===== src/rtl/csel_sub_pkg.sv =====
// Shared types and sizes for the pipelined carry-select subtractor.
// The borrow-flag outputs are built only when SUB_FLAGS_EN is defined.
package csel_sub_pkg;

    localparam int SLICE_W = 4;
    localparam int NIBBLES = 4;
    localparam int DATA_W  = NIBBLES * SLICE_W;
    localparam int LATENCY = NIBBLES;

    typedef logic [SLICE_W-1:0] nibble_t;

    typedef struct packed {
        nibble_t diff;
        logic    borrow;
    } slice_res_t;

endpackage


===== src/rtl/sub4_select_slice.sv =====
// One 4-bit subtractor slice: computes both borrow-in candidates, then picks
// one with the incoming borrow (carry-select, borrow = inverted carry).
module sub4_select_slice
    import csel_sub_pkg::*;
(
    input  nibble_t    a,
    input  nibble_t    b,
    input  logic       borrow_in,
    output slice_res_t res
);

    logic [SLICE_W:0] sum_nb;
    logic [SLICE_W:0] sum_b;
    slice_res_t       cand_nb;
    slice_res_t       cand_b;

    always_comb begin
        // a + ~b + ~borrow_in; the carry out of the top bit is the inverted borrow.
        sum_nb         = {1'b0, a} + {1'b0, ~b} + (SLICE_W+1)'(1);
        sum_b          = {1'b0, a} + {1'b0, ~b};
        cand_nb.diff   = sum_nb[SLICE_W-1:0];
        cand_nb.borrow = ~sum_nb[SLICE_W];
        cand_b.diff    = sum_b[SLICE_W-1:0];
        cand_b.borrow  = ~sum_b[SLICE_W];
        res            = borrow_in ? cand_b : cand_nb;
    end

endmodule


===== src/rtl/csel_subtractor16_pipe.sv =====
// 16-bit D = A - B - Bin, one nibble per pipeline stage with skewed operands.
// Define SUB_FLAGS_EN to add registered zero/neg/ovf outputs aligned with d.
module csel_subtractor16_pipe
    import csel_sub_pkg::*;
(
    input  logic              clk,
    input  logic              rst,
    input  logic              in_valid,
    output logic              in_ready,
    input  logic [DATA_W-1:0] a,
    input  logic [DATA_W-1:0] b,
    input  logic              bin,
    output logic              out_valid,
    input  logic              out_ready,
    output logic [DATA_W-1:0] d,
    output logic              bout
`ifdef SUB_FLAGS_EN
    ,
    output logic              zero,
    output logic              neg,
    output logic              ovf
`endif
);

    // Handshake: a transfer happens on a rising edge where valid && ready.
    // One global stall freezes every stage while the result waits; an input
    // transferred at edge N is presented as out_valid for transfer at edge N+4.
    logic stall;

    logic [LATENCY-1:0] valid_q, valid_d;

    logic [DATA_W-SLICE_W-1:0]   a_s0_q, a_s0_d, b_s0_q, b_s0_d;
    logic [DATA_W-2*SLICE_W-1:0] a_s1_q, a_s1_d, b_s1_q, b_s1_d;
    logic [SLICE_W-1:0]          a_s2_q, a_s2_d, b_s2_q, b_s2_d;

    logic [SLICE_W-1:0]   diff_s0_q, diff_s0_d;
    logic [2*SLICE_W-1:0] diff_s1_q, diff_s1_d;
    logic [3*SLICE_W-1:0] diff_s2_q, diff_s2_d;
    logic                 bor_s0_q, bor_s0_d;
    logic                 bor_s1_q, bor_s1_d;
    logic                 bor_s2_q, bor_s2_d;

    logic [DATA_W-1:0] d_q, d_d;
    logic              bout_q, bout_d;
    logic [DATA_W-1:0] full_diff;

    slice_res_t res0, res1, res2, res3;

    sub4_select_slice u_slice0 (
        .a(a[SLICE_W-1:0]), .b(b[SLICE_W-1:0]), .borrow_in(bin), .res(res0)
    );
    sub4_select_slice u_slice1 (
        .a(a_s0_q[SLICE_W-1:0]), .b(b_s0_q[SLICE_W-1:0]), .borrow_in(bor_s0_q), .res(res1)
    );
    sub4_select_slice u_slice2 (
        .a(a_s1_q[SLICE_W-1:0]), .b(b_s1_q[SLICE_W-1:0]), .borrow_in(bor_s1_q), .res(res2)
    );
    sub4_select_slice u_slice3 (
        .a(a_s2_q), .b(b_s2_q), .borrow_in(bor_s2_q), .res(res3)
    );

    assign out_valid = valid_q[LATENCY-1];
    assign stall     = out_valid && !out_ready;
    assign in_ready  = !stall;
    assign full_diff = {res3.diff, diff_s2_q};

`ifdef SUB_FLAGS_EN
    logic zero_q, zero_d, neg_q, neg_d, ovf_q, ovf_d;
`endif

    always_comb begin
        valid_d   = valid_q;
        a_s0_d    = a_s0_q;
        b_s0_d    = b_s0_q;
        a_s1_d    = a_s1_q;
        b_s1_d    = b_s1_q;
        a_s2_d    = a_s2_q;
        b_s2_d    = b_s2_q;
        diff_s0_d = diff_s0_q;
        diff_s1_d = diff_s1_q;
        diff_s2_d = diff_s2_q;
        bor_s0_d  = bor_s0_q;
        bor_s1_d  = bor_s1_q;
        bor_s2_d  = bor_s2_q;
        d_d       = d_q;
        bout_d    = bout_q;
`ifdef SUB_FLAGS_EN
        zero_d    = zero_q;
        neg_d     = neg_q;
        ovf_d     = ovf_q;
`endif
        if (!stall) begin
            valid_d   = {valid_q[LATENCY-2:0], in_valid};
            // Upper operand nibbles ride the skew pipe; finished low nibbles
            // accumulate alongside so the full word lines up at the output.
            a_s0_d    = a[DATA_W-1:SLICE_W];
            b_s0_d    = b[DATA_W-1:SLICE_W];
            diff_s0_d = res0.diff;
            bor_s0_d  = res0.borrow;
            a_s1_d    = a_s0_q[DATA_W-SLICE_W-1:SLICE_W];
            b_s1_d    = b_s0_q[DATA_W-SLICE_W-1:SLICE_W];
            diff_s1_d = {res1.diff, diff_s0_q};
            bor_s1_d  = res1.borrow;
            a_s2_d    = a_s1_q[DATA_W-2*SLICE_W-1:SLICE_W];
            b_s2_d    = b_s1_q[DATA_W-2*SLICE_W-1:SLICE_W];
            diff_s2_d = {res2.diff, diff_s1_q};
            bor_s2_d  = res2.borrow;
            // Output register only loads real results so bubbles leave it alone.
            if (valid_q[LATENCY-2]) begin
                d_d    = full_diff;
                bout_d = res3.borrow;
`ifdef SUB_FLAGS_EN
                zero_d = (full_diff == '0);
                neg_d  = full_diff[DATA_W-1];
                ovf_d  = (a_s2_q[SLICE_W-1] != b_s2_q[SLICE_W-1]) &&
                         (full_diff[DATA_W-1] != a_s2_q[SLICE_W-1]);
`endif
            end
        end
    end

    always_ff @(posedge clk) begin
        a_s0_q    <= a_s0_d;
        b_s0_q    <= b_s0_d;
        a_s1_q    <= a_s1_d;
        b_s1_q    <= b_s1_d;
        a_s2_q    <= a_s2_d;
        b_s2_q    <= b_s2_d;
        diff_s0_q <= diff_s0_d;
        diff_s1_q <= diff_s1_d;
        diff_s2_q <= diff_s2_d;
        bor_s0_q  <= bor_s0_d;
        bor_s1_q  <= bor_s1_d;
        bor_s2_q  <= bor_s2_d;
    end

    always_ff @(posedge clk or posedge rst) begin
        if (rst) begin
            valid_q <= '0;
            d_q     <= '0;
            bout_q  <= 1'b0;
`ifdef SUB_FLAGS_EN
            zero_q  <= 1'b0;
            neg_q   <= 1'b0;
            ovf_q   <= 1'b0;
`endif
        end else begin
            valid_q <= valid_d;
            d_q     <= d_d;
            bout_q  <= bout_d;
`ifdef SUB_FLAGS_EN
            zero_q  <= zero_d;
            neg_q   <= neg_d;
            ovf_q   <= ovf_d;
`endif
        end
    end

    assign d    = d_q;
    assign bout = bout_q;
`ifdef SUB_FLAGS_EN
    assign zero = zero_q;
    assign neg  = neg_q;
    assign ovf  = ovf_q;
`endif

endmodule


===== config.mk =====
export PLATFORM = sky130hd
export DESIGN_NAME = csel_subtractor16_pipe
export DESIGN_NICKNAME = d
export VERILOG_FILES = /design/src/rtl/csel_sub_pkg.sv /design/src/rtl/sub4_select_slice.sv /design/src/rtl/csel_subtractor16_pipe.sv
export SDC_FILE = /design/constraint.sdc
export NUM_CORES = 1
export LEC_CHECK = 0
export ABC_CLOCK_PERIOD_IN_PS = 3300
export BUFFER_PORTS_ARGS = -buffer_cell sky130_fd_sc_hd__buf_2
export CORE_UTILIZATION = 55
export DETAILED_ROUTE_END_ITERATION = 12
export GPL_ROUTABILITY_DRIVEN = 0
export GPL_TIMING_DRIVEN = 0
export HOLD_SLACK_MARGIN = 0.1
export PLACE_DENSITY = 0.76
export SKIP_CTS_REPAIR_TIMING = 1
export SLEW_MARGIN = 15
export SYNTH_ARGS = -nofsm -noshare
export SYNTH_HDL_FRONTEND = slang
export SYNTH_SLANG_ARGS = --single-unit

===== constraint.sdc =====
create_clock -name clk -period 3.3 [get_ports clk]
set_input_delay 0.165 -clock clk [delete_from_list [all_inputs] [get_ports clk]]
set_output_delay 0.165 -clock clk [all_outputs]
set_load 0.03 [all_outputs]

== Yosys cells after proc, flatten, opt, wreduce, memory -nomap -nowiden ==
Index checks and enable logic that the tools add are counted.
Widths: inputs -> output; s select.
Word-level totals
  register bits after elaboration: 96
  bits of input ports: 37
  output and inout bits: 19
  word-level logic and storage cells: 44
Cells by class
  $add $sub $neg: 8
  multiplexer cells: 4
  bitwise gates (word level): 13
  reduce and logical (&&, ||, !) cells: 4
Operators by type and width (number)
  $add 4x4->5: 4
  $add 5x1->5 const B: 4
  $mux 5: 4
  $not 4->4: 4
  $not 1->1: 9
  $logic_not 1->1: 2
  $reduce_and 2->1: 1
  $logic_and 1x1->1: 1

== Logic depth before layout (Yosys ltp) ==
  word-level depth: 5
  gate-level depth with buffers: 10
  depth with buffers taken out: 10

== By module ==
A second synthesis with hierarchy kept.
Second synthesis, totals
  cell total of the unflattened synthesis: 272
  area, all modules: 4190.3 µm²
By module, submodules not included
  csel_subtractor16_pipe: instances 1, cells each 123, area each 3111.7 µm², seq. area each 2777.7 µm²
  sub4_select_slice at u_slice0 ...: instances 2, cells each 36, area each 260.2 µm², seq. area each 0.0 µm²
  sub4_select_slice at u_slice2: instances 1, cells each 38, area each 280.3 µm², seq. area each 0.0 µm²
  sub4_select_slice at u_slice3: instances 1, cells each 39, area each 277.8 µm², seq. area each 0.0 µm²

== Worst setup path before layout ==
No wires, ideal clock.
  kind: reg-to-reg
  from: register valid_q[3]
  to: register bout_q (netlist: bout)
  setup time: 0.080 ns
  arrival: 2.549 ns
  data required time: 3.220 ns
  slack: 0.671 ns
  cell stages (with the launch flop): 6
  path buffers: 1
  clock period less this slack: 2.629 ns
  path through: dfrtp_1 -> nand2b_1 -> buf_2 -> nand2_1 -> or3_1 -> o211ai_2
On the way
  longest elaborated chain between the ends: 3
RTL lines
  start: declaration: RTL line csel_subtractor16_pipe.sv:30  | logic [LATENCY-1:0] valid_q, valid_d;
  start signal: assignment: RTL line csel_subtractor16_pipe.sv:148  | valid_q <= valid_d;
  $logic_and 1x1->1: RTL line csel_subtractor16_pipe.sv:63  | assign stall = out_valid && !out_ready;
  $not 1->1 (no line)
  $reduce_and 2->1 (no line)
  end signal: assignment: RTL line csel_subtractor16_pipe.sv:150  | bout_q <= bout_d;
  end: declaration: RTL line csel_subtractor16_pipe.sv:44  | logic bout_q, bout_d;
No other way between the ends.
A chain may end at the register's enable or synchronous reset.

==> run metrics <==
WP buf/inv 3; per-cell routed wire length 12.9 um; #FFs+latches synth 96; Post-Route WL 6140 um; CP endpoint kind register; Clock Tree Buf Depth 2; Cell Area, Synth 4220 sq um; worst skew pair latency 350 ps; I/O pin count 56; critical path's top delay family adder cells; clock slew at reported path FFs 90 ps; commonest non-fill, non-tap cell in the layout edfxtp_1; Reg area 2780 sq um; Peak VDD IR around 320 uV; Worst Max-Slew Pin Slew 765 ps; Initial Util 0.576; worst setup slack after placement between 800 and 900 ps; Worst setup SP type register; Die Height 89.6 um; cell accounting for the most synthesized area edfxtp_1; vias in the first global route ~2100; final setup fails 0; Final WS setup 857 ps; internal power 2870 uW; required time worst endpoint 3390 ps; Pwr Total approximately 4300 uW; Area contributors post-synth edfxtp_1, dfrtp_1, ha_1, inv_1, mux2_2; Net Count, Synth about 340; CTS Sinks 96; fillers between 500 and 600; Root Driver clkbuf_8; Crit-path slowest cell fa_1; dpl hpwl 4090 um; FMAX between 0.4 and 0.5 GHz; post-synthesis instance total 278; H-tree level count 3; Synth async-reset ratio 0.219; RSZ-0062 raised after global routing no; Sw Ratio 0.337; global-route wire length before repair approximately 9400 um; average cell area after synthesis 15.2 sq um; Unique masters post-synth 49; initial antenna violation count 0; Setup CP Type reg -> reg; router iterations before antenna repair 4; Crit path top cell by count inv_1; Via-to-Cell Ratio 5.03; total gr overflow 0; slowest stage delay, CP about 480 ps; setup TNS 0 ps; Leak 0.00217 uW; 1st-iter DRT viols 54; DRC viols 0; Final nets 432; WP data arrival 2530 ps; Main synth FF type edfxtp_1; die area 8030 sq um; I/O Buffers 55; fin crit share 0.740; pwr dens 846 nW/um^2; Area Overhead vs Synth 20.9%; via count 2387; status complete, no violations; final hold vios 0; Final Skew 10.2 ps; Yosys warnings 0; DP Area 4650 sq um; remaining antenna violation count 0; Clk pwr share 0.172; die width roughly 90 um; Core Area 7330 sq um; share of cells above drive strength 1 0.263; GRT Overall Usage 0.160; Tmin final 2440 ps; commonest non-fill, non-tap cells in the layout edfxtp_1, buf_2, inv_1, dlygate4sd3_1, dfrtp_1; fin area 5110 sq um; Slew Viols, Final 0; multi-input logic area roughly 1300 sq um; post-layout util 0.697; antenna cells 0; standard-cell row count 31; post-synthesis sequential area ratio 0.658; Critical Path Fanout Max 5; cts bufs inserted 9; sw power ~1500 uW; sequential power share 0.462; Rel. slew slack 0.490; CTS tree built; type of the most critical hold path in -> reg; Max Cap Violations 0; largest net degree at the start of global routing 52; Gate power share 0.365; number of synthesized flops with an enable pin 75; cells along the critical path inv_1 -> ha_1 -> inv_1 -> fa_1 -> inv_1 -> ha_1 -> nand2b_4 -> maj3_1 -> o21ai_0 -> o311ai_1; share of the synthesized area in the top cell type 0.533
==> per-stage QoR <==
stage,cells,hold slack (ps)
after floorplan,278,142
after global placement,432,332
after detailed placement,433,343
final,475,172
after global routing,475,177
after CTS,449,-39.4
==> area by class of cell <==
| cell class | instances | area share |
|---|---|---|
| Tap cell | 99 | 0.0243 |
| Inverter | 35 | 0.0257 |
| Multi-Input combinational cell | 144 | 0.252 |
| Sequential cell | 96 | 0.544 |
| Clock inverter | 7 | 0.0137 |
| Buffer | 3 | 0.00588 |
| Clock buffer | 9 | 0.0243 |
| Timing Repair Buffer | 82 | 0.110 |
==> cells in the mapped netlist, types with 3 or more instances <==
cell	number
dfrtp_1	21
nand2_1	8
o311ai_1	3
ha_1	20
edfxtp_1	75
xnor2_1	11
nand3_1	5
nand2b_1	5
inv_1	35
nor2_1	9
o21ai_0	7
mux2_2	10
xor2_1	4
a21o_1	6
fa_1	4
a21oi_1	7
mux2_4	7
==> power groups by stage <==
| stage | Clock (uW) | Sequential, uW | Combinational, uW |
|---|---|---|---|
| floorplan | 0 | 2220 | 980 |
| global placement | 0 | 2020 | 1480 |
| detailed placement | 0 | 2030 | 1560 |
| CTS | 771 | 2000 | 1570 |
| global route | 819 | 2050 | 1740 |
| finish | 745 | 2000 | 1580 |
==> layer usage <==
metal	share of wire	GRT usage	wire length, um
met5	0	0	0
met1	0.45	0.204	2750
met3	0.028	0.0302	169
met4	0.018	0.0866	108
met2	0.51	0.262	3110
==> registers in the layout, indices dropped and copies added, names as in the netlist <==
register   flops
d             16
a_s0_q        12
b_s0_q        12
diff_s2_q     12
a_s1_q         8
b_s1_q         8
diff_s1_q      8
a_s2_q         4
b_s2_q         4
diff_s0_q      4
valid_q        4
bor_s0_q       1
bor_s1_q       1
bor_s2_q       1
bout           1
==> cell families after synthesis <==
logic type	synth area share
DFF	0.658
and+or+nand+nor	0.0601
AOI/OAI and AO/OA	0.0652
buffers and inverters	0.0376
adders and majority gates	0.0829
xor gates and xnor gates	0.0427
muxes	0.0539
==> path summary, 6_finish.rpt <==
kind | startpoint | endpoint | slack, ps | cells past startpoint
max in group asynchronous | rst | d[12]$_DFFE_PP0P_ | 2340 | 3
min in group asynchronous | rst | d[9]$_DFFE_PP0P_ | 490 | 3
setup reg to reg | b_s1_q[0]$_DFFE_PN_ | bor_s2_q$_DFFE_PN_ | 860 | 10
setup / recovery | b_s1_q[0]$_DFFE_PN_ | bor_s2_q$_DFFE_PN_ | 860 | 10
hold reg to reg | diff_s1_q[3]$_DFFE_PN_ | diff_s2_q[3]$_DFFE_PN_ | 420 | 0
hold / removal | bin | diff_s0_q[0]$_DFFE_PN_ | 170 | 2
Power figures use the tool's default switching activity.
